===== src/rtl/e203_extend_csr_bank.sv =====
// NICE-side custom CSR bank: free-running cycle counter, write counter and RW scratch
// registers behind a request/response handshake with a single buffered response.
module e203_extend_csr_bank #(
    parameter int unsigned       ADDR_W    = 32,
    parameter int unsigned       DATA_W    = 32,
    parameter int unsigned       NUM_REGS  = 8,
    parameter logic [ADDR_W-1:0] BASE_ADDR = 'hBC0
) (
    input  logic              clk,
    input  logic              rst,
    input  logic              nice_csr_valid,
    output logic              nice_csr_ready,
    input  logic [ADDR_W-1:0] nice_csr_addr,
    input  logic              nice_csr_wr,
    input  logic [DATA_W-1:0] nice_csr_wdata,
    output logic              nice_csr_rsp_valid,
    input  logic              nice_csr_rsp_ready,
    output logic [DATA_W-1:0] nice_csr_rdata,
    output logic              nice_csr_rsp_err
);

    localparam int unsigned IDX_W = $clog2(NUM_REGS);

    typedef enum logic {IDLE, RESP} state_t;

    state_t            state_q, state_d;
    logic [DATA_W-1:0] regs [NUM_REGS];
    logic [ADDR_W-1:0] offset;
    logic [IDX_W-1:0]  idx;
    logic              hit;
    logic              is_ro;
    logic              accept;
    logic              wr_ok;
    logic [DATA_W-1:0] rd_val;

    // Offset compare avoids overflow of BASE_ADDR+NUM_REGS near the top of the address space.
    always_comb begin
        offset = nice_csr_addr - BASE_ADDR;
        hit    = (nice_csr_addr >= BASE_ADDR) && (offset < ADDR_W'(NUM_REGS));
        idx    = offset[IDX_W-1:0];
        is_ro  = (idx < IDX_W'(2));
        rd_val = '0;
        for (int unsigned i = 0; i < NUM_REGS; i++) begin
            if (hit && idx == IDX_W'(i)) begin
                rd_val = regs[i];
            end
        end
    end

    always_comb begin
        state_d            = state_q;
        nice_csr_ready     = 1'b0;
        nice_csr_rsp_valid = 1'b0;
        case (state_q)
            IDLE: begin
                nice_csr_ready = 1'b1;
                if (nice_csr_valid) begin
                    state_d = RESP;
                end
            end
            RESP: begin
                nice_csr_rsp_valid = 1'b1;
                if (nice_csr_rsp_ready) begin
                    state_d = IDLE;
                end
            end
            default: state_d = IDLE;
        endcase
        accept = nice_csr_valid && nice_csr_ready;
        wr_ok  = accept && hit && nice_csr_wr && !is_ro;
    end

    always_ff @(posedge clk) begin
        if (rst) begin
            state_q          <= IDLE;
            nice_csr_rdata   <= '0;
            nice_csr_rsp_err <= 1'b0;
            for (int unsigned i = 0; i < NUM_REGS; i++) begin
                regs[i] <= '0;
            end
        end else begin
            state_q <= state_d;
            regs[0] <= regs[0] + DATA_W'(1);
            if (wr_ok) begin
                regs[1] <= regs[1] + DATA_W'(1);
            end
            for (int unsigned i = 2; i < NUM_REGS; i++) begin
                if (wr_ok && idx == IDX_W'(i)) begin
                    regs[i] <= nice_csr_wdata;
                end
            end
            if (accept) begin
                nice_csr_rdata   <= rd_val;
                nice_csr_rsp_err <= !hit || (nice_csr_wr && is_ro);
            end
        end
    end

endmodule


===== config.mk =====
export PLATFORM = sky130hd
export DESIGN_NAME = e203_extend_csr_bank
export DESIGN_NICKNAME = d
export VERILOG_FILES = /design/src/rtl/e203_extend_csr_bank.sv
export SDC_FILE = /design/constraint.sdc
export NUM_CORES = 1
export LEC_CHECK = 0
export BUFFER_PORTS_ARGS = -buffer_cell sky130_fd_sc_hd__clkbuf_2
export CELL_PAD_IN_SITES_DETAIL_PLACEMENT = 1
export CELL_PAD_IN_SITES_GLOBAL_PLACEMENT = 2
export CORE_MARGIN = 2
export CORE_UTILIZATION = 41
export DETAILED_ROUTE_END_ITERATION = 8
export PLACE_DENSITY = 0.89
export SLEW_MARGIN = 20
export SYNTH_ARGS = -nofsm -noshare
export SYNTH_HDL_FRONTEND = slang
export SYNTH_SLANG_ARGS = --single-unit

===== constraint.sdc =====
create_clock -name clk -period 5 [get_ports clk]
set_input_delay 0.75 -clock clk [delete_from_list [all_inputs] [get_ports clk]]
set_output_delay 0.75 -clock clk [all_outputs]
set_load 0.05 [all_outputs]

==> results of run 1 <==
final timing paths:
path / endpoint / start / slack [ps] / cells past startpoint
worst max-delay path: regs[0][131] / rst / 1930 / 4
worst min-delay path: state_q / nice_csr_rsp_ready / 420 / 2
worst max register to register: regs[0][131] / state_q / 2390 / 6
worst min register to register: nice_csr_rdata[10] / nice_csr_rdata[10] / 470 / 1
registers in the layout, summed over array words and instances (netlist names):
name	flops
regs	256
nice_csr_rdata	32
nice_csr_rsp_err	1
state_q	1
power groups by stage:
| stage | logic (uW) | registers, uW | clock network, uW |
|---|---|---|---|
| after floorplan | 243 | 2770 | 0 |
| after global placement | 383 | 2780 | 0 |
| after detailed placement | 394 | 2790 | 0 |
| after CTS | 398 | 2740 | 2470 |
| after global routing | 425 | 2750 | 2550 |
| final | 398 | 2740 | 2420 |
critical path, stage by stage:
cell and delay (ps):
clkbuf_2 610, inv_1 680, nand2_1 790, buf_4 400
through the flow:
stage / utilization (%) / hold slack, ps / total power (uW) / worst slack [ps] / cell area (sq um)
floorplan: - / 428 / 3020 / 371 / 13200
CTS: 48.2 / 400 / 5600 / 1900 / 15200
global placement: 44.7 / 443 / 3160 / 1450 / 14100
global route: 48.2 / 416 / 5730 / 1690 / 15300
finish: 48.2 / 420 / 5560 / 1930 / 15300
detailed placement: 44.7 / 467 / 3180 / 1290 / 14100
routing by layer:
| metal | track usage [%] | vias to the layer above | routed length [microns] |
|---|---|---|---|
| met4 | 10.2 | 0 | 1420 |
| met5 | 0 | - | 0 |
| li1 | - | 4255 | - |
| met3 | 3.23 | 81 | 1620 |
| met1 | 27.0 | 4714 | 15000 |
| met2 | 41.3 | 243 | 19900 |
placed cells by master (no fill, tap or decap), types with 11 or more instances in the layout:
master | netlist | routed
edfxtp_1 | 224 | 224
nor2_1 | 197 | 196
clkbuf_2 | 0 | 102
mux2_2 | 95 | 95
dfxtp_1 | 66 | 66
nand2_1 | 62 | 61
xor2_1 | 40 | 40
clkbuf_16 | 0 | 38
inv_1 | 37 | 37
a211oi_1 | 34 | 34
mux2i_1 | 32 | 32
o32ai_1 | 32 | 32
o22ai_1 | 32 | 32
a22o_1 | 32 | 32
nand3_1 | 23 | 23
buf_4 | 0 | 23
nand4_1 | 20 | 20
and3_1 | 12 | 12
o21ai_0 | 13 | 12
xnor2_1 | 12 | 12
clkbuf_1 | 40 | 11
area by class of cell:
cell class / instances / area [sq um] / share of cell area, %
clock inverters: 6 / 31.3 / 0.205
flip-flops and latches: 290 / 8050 / 52.8
well taps: 402 / 503 / 3.30
multi-input cells: 703 / 4770 / 31.3
clock buffers: 55 / 1070 / 7.05
inverters: 37 / 139 / 0.911
repair buffers: 125 / 683 / 4.48
cells by family after synthesis:
logic type	Yosys count	synth area share (%)
buffers and inverters	105	3.34
AO/OA/AOI/OAI	163	9.53
XOR/XNOR	52	3.44
adder cells (fa/ha/maj)	2	0.189
flip-flops	290	60.8
multiplexers	127	10.5
AND/OR/NAND/NOR	359	12.2
==> flow_summary_export.csv, run 1 <==
group,metric,value,unit
logic_synthesis,synthCells,1098,
sta,finalHoldViolCount,0,
detailed_routing,dr.pass1.iters,5,
logic_synthesis,syn_area,13200,sq um
detailed_routing,vias,9293,
cts,cts_sinks,290,
worst_setup_path,cp.arrival,3270,ps
worst_setup_path,path_class,"in -> reg",
worst_setup_path,path_max_fanout,38,
pwr,power_leakage,0.00573,uW
pwr,switchingPower,1260,uW
logic_synthesis,seq_area_frac_synth,60.8,%
die,core_area,31600,sq um
grt,grt-ovfl-total,0,
sta,relSlewSlack,37.8,%
cts,post-cts-setup-buffers,0,
placed_design,dp_hpwl,25100,microns
grt,grt_pass1_wl,58400,microns
logic_synthesis,synthTopCellsByArea,"edfxtp_1 51%, dfxtp_1 10%, mux2_2 8.1%",
pwr,internal_power,4300,uW
sta,tns,0,ps
cts,path_clk_slew,60,ps
logic_synthesis,ys.flop_type,"edfxtp_1",
sta,rsz0062_at_grt,"false",
detailed_routing,ant_nets,0,
placed_design,gp_congestion,0.883,
cells_and_area,synthToLayoutAreaGrowth,15.3,%
sta,fmax,326,MHz
die,die_h,184,microns
job,drv_cap,0,
cts,cts_root_buffer,"clkbuf_16",
cells_and_area,fin_nets,1262,
logic_synthesis,ys_ff_latch,290,
die,io_pins,104,
sta,fin_crit_sh,61.4,%
die,die_area,33700,sq um
grt,grt_usage,22.9,%
placed_design,port_buffers,103,
cts,cts-resized-gates,0,
cells_and_area,nFillCells,3279,
logic_synthesis,synth_top_cells_by_count,"224 x edfxtp_1, 197 x nor2_1, 95 x mux2_2, 66 x dfxtp_1, 62 x nand2_1",
detailed_routing,wl,38000,microns
logic_synthesis,synth_most_common_cell,"edfxtp_1",
logic_synthesis,syn_area_per_cell,12.0,sq um
logic_synthesis,syn_nets,1169,
placed_design,place_inst,1557,
sta,fin_crit,3070,ps
sta,setup_violations,0,
logic_synthesis,synth_edf_count,224,
cts,cts-buffers-inserted,34,
pwr,p_seq_share,49.3,%
cts,cts-hold-fix-buffers,0,
cells_and_area,layoutNonFillerInstCount,1618,
detailed_routing,post-route-drc-count,0,
cells_and_area,n_antenna_cell,0,
grt,grt_pass1_vias,9996,
pwr,power_frac_clock,43.6,%
cts,cts_tree,"done",
detailed_routing,via_per_inst,5.74,
detailed_routing,wl_per_cell,23.5,microns
die,fp.dieW,184,microns
worst_setup_path,required,5190,ps
logic_synthesis,yosysWarningCount,0,
sta,tightest_slew,932,ps
grt,grt_max_degree,59,
pwr,power_density,365,nW/um^2
worst_setup_path,crit_path_end_kind,"flop",
logic_synthesis,yosys.area.top_type,"edfxtp_1",
pwr,ir_worst_vdd,0.206,mV
sta,fin_skew,9.08,ps
worst_setup_path,startpoint_type,"primary input",
cells_and_area,drive_above_1_share,23.5,%
cts,clk_latency,510,ps
cts,clockBufferDepth,3,
pwr,swShare,22.7,%
detailed_routing,drtIter0Drc,667,
worst_hold_path,hp-class,"in -> reg",
logic_synthesis,synth_top_cell_area_share,50.8,%
logic_synthesis,async_reset_ff_share,0,%
sta,slew_viol_final,0,
pwr,combPwrFrac,7.2,%
cts,h-tree-depth,2,
die,num_rows,65,
outcome,status,"complete, no violations",
grt,antenna_found_initial,0,
logic_synthesis,synth.distinct_cells,44,
die,start_util,41.8,%
(Power assumes the default switching activity.)
==> inputs of run 2 (changes only) <==
--- a/config.mk
+++ b/config.mk
@@ -9,9 +9,9 @@
 export CELL_PAD_IN_SITES_DETAIL_PLACEMENT = 1
 export CELL_PAD_IN_SITES_GLOBAL_PLACEMENT = 2
 export CORE_MARGIN = 2
-export CORE_UTILIZATION = 41
+export CORE_UTILIZATION = 37
 export DETAILED_ROUTE_END_ITERATION = 8
-export PLACE_DENSITY = 0.89
+export PLACE_DENSITY = 0.86
 export SLEW_MARGIN = 20
 export SYNTH_ARGS = -nofsm -noshare
 export SYNTH_HDL_FRONTEND = slang
==> constraint.sdc (replaced) <==
create_clock -name clk -period 2.81 [get_ports clk]
set_input_delay 0.4215 -clock clk [delete_from_list [all_inputs] [get_ports clk]]
set_output_delay 0.4215 -clock clk [all_outputs]
set_load 0.05 [all_outputs]
==> run 2 against run 1 <==
  * Register-to-register slack worse by 1800 ps
  * Utilization is 4.6 points lower
  * Die area is 11% higher
  * Via count hardly changed
  * Critical endpoint is now regs[0][60]
  * Largest cell class unchanged
  * Highest routed layer unchanged
==> flow_summary_export.csv, run 2 (synthesis results as in run 1) <==
group,metric,value,unit
cts,path_clk_slew,60,ps
cts,cts_root_buffer,"clkbuf_16",
placed_design,place_inst,1640,
detailed_routing,post-route-drc-count,0,
cells_and_area,largest_reg_flops,256,
grt,grt_max_degree,64,
cts,cts-resized-gates,0,
die,num_rows,69,
worst_setup_path,endpoint,"regs[0][60]",
cts,h-tree-depth,1,
cts,post-cts-setup-buffers,0,
die,die_h,193,microns
cts,cts_sinks,290,
worst_setup_path,crit_path_end_kind,"flop",
cells_and_area,register_area,8050,sq um
cells_and_area,reg.largest.list,"regs: 256 flops, nice_csr_rdata: 32 flops",
detailed_routing,ant_nets,0,
die,core_area,35400,sq um
sta,setup_ws,576,ps
sta,relSlewSlack,42.7,%
detailed_routing,via_per_inst,5.48,
cells_and_area,postLayoutCoreUtil,43.6,%
die,io_pins,104,
detailed_routing,vias,9291,
cells_and_area,final_common_cell,"edfxtp_1",
worst_setup_path,reg2reg_depth,6,
worst_setup_path,path_class,"reg -> reg",
cells_and_area,nFillCells,3815,
detailed_routing,wl,37500,microns
worst_setup_path,path_max_fanout,5,
worst_hold_path,hp-class,"in -> reg",
grt,grt_pass1_vias,9980,
worst_setup_path,startpoint_type,"flop",
cts,cts-hold-fix-buffers,0,
pwr,power_leakage,0.00581,uW
cells_and_area,regMostFlops,"regs",
placed_design,preCtsSetupSlack,125,ps
sta,setup_violations,0,
worst_setup_path,required,3200,ps
grt,grt_pass1_wl,57500,microns
cells_and_area,drive_above_1_share,24.3,%
cells_and_area,synthToLayoutAreaGrowth,16.7,%
sta,slew_viol_final,0,
placed_design,gp_congestion,0.774,
cts,clockBufferDepth,3,
sta,fin_crit_sh,79.5,%
sta,rsz0062_at_grt,"false",
job,drv_cap,0,
sta,fin_skew,10.9,ps
die,fp.dieW,193,microns
die,die_area,37300,sq um
grt,grt_usage,20.3,%
pwr,power_density,608,nW/um^2
sta,fmax,448,MHz
die,start_util,37.4,%
placed_design,port_buffers,103,
detailed_routing,wl_per_cell,22.1,microns
cells_and_area,multi_input_area,4750,sq um
worst_setup_path,r2r-end,"regs[0][60]",
worst_setup_path,r2r_slack,580,ps
sta,fin_crit,2230,ps
cells_and_area,layoutNonFillerInstCount,1696,
cts,cts_tree,"done",
grt,grt-ovfl-total,0,
grt,antenna_found_initial,0,
cells_and_area,n_antenna_cell,0,
worst_setup_path,timing.critical_path.from,"regs[0][33]",
sta,tns,0,ps
worst_hold_path,hp-start,"nice_csr_rsp_ready",
detailed_routing,dr.pass1.iters,5,
cells_and_area,layout_common_cells,"224 x edfxtp_1, 196 x nor2_1, 102 x clkbuf_2",
outcome,status,"complete, no violations",
cts,clk_latency,550,ps
cts,cts-buffers-inserted,31,
worst_setup_path,cp.arrival,2620,ps
sta,tightest_slew,859,ps
pwr,ir_worst_vdd,0.429,mV
sta,finalHoldViolCount,0,
detailed_routing,drtIter0Drc,566,
worst_setup_path,r2r-start,"regs[0][33]",
placed_design,dp_hpwl,25700,microns
cells_and_area,fin_nets,1283,
==> run 2: cell count changes in the layout (fill, tap and decap cells not counted) <==
cell        change
clkinv_4        +1
buf_4          +13
o2111ai_4       -2
clkinv_1        +4
clkbuf_1        +1
buf_12         +11
clkinvlp_4      -1
bufinv_16       +1
o2111ai_2       +2
clkbuf_8        -4
clkbuf_16       -7
==> run 2: worst min-delay path by stage <==
stage | cells past startpoint | to
floorplan | 1 | regs[0][0]
global placement | 1 | nice_csr_rdata[6]
detailed placement | 1 | nice_csr_rdata[19]
CTS | 2 | state_q
global route | 2 | state_q
finish | 2 | state_q
==> run 2: where the power goes <==
group	internal, uW	total [uW]	leakage, uW	switching, uW
sequential	4780	4860	0.00277	79.6
clock	2170	3800	0.000452	1630
combinational	276	725	0.00259	449
total	7230	9380	0.00581	2160
==> run 2: final cells by class <==
cell class | instances | share of cell area (%)
flip-flops and latches | 290 | 52.1
well taps | 461 | 3.74
clock inverters | 11 | 0.502
inverters | 37 | 0.900
multi-input cells | 703 | 30.8
clock buffers | 45 | 5.49
repair buffers | 149 | 6.48
==> run 2: per-layer routing <==
| layer | wire, microns | global-route usage [%] | up-vias |
|---|---|---|---|
| met5 | 0 | 0 | - |
| li1 | - | - | 4298 |
| met1 | 15700 | 25.1 | 4714 |
| met2 | 18900 | 36.5 | 210 |
| met4 | 1180 | 6.47 | 0 |
| met3 | 1690 | 2.75 | 69 |
==> run 2: stage by stage <==
| step | hold WS, ps | cell area (sq um) | total power, uW |
|---|---|---|---|
| 2_1_floorplan | 428 | 13200 | 5360 |
| 3_3_place_gp | 462 | 14500 | 5640 |
| 3_5_place_dp | 467 | 14500 | 5680 |
| 4_1_cts | 43.8 | 15400 | 9480 |
| 5_1_grt | 58.5 | 15400 | 9690 |
| 6_report | 70.4 | 15400 | 9380 |
==> run 2: worst max-delay path, stage by stage, from the launching register on <==
cell and delay, ps:
edfxtp_1 440, ha_1 280, nand2_1 100, nor3_2 360
nand3_1 290, or3_1 420, a21oi_1 180
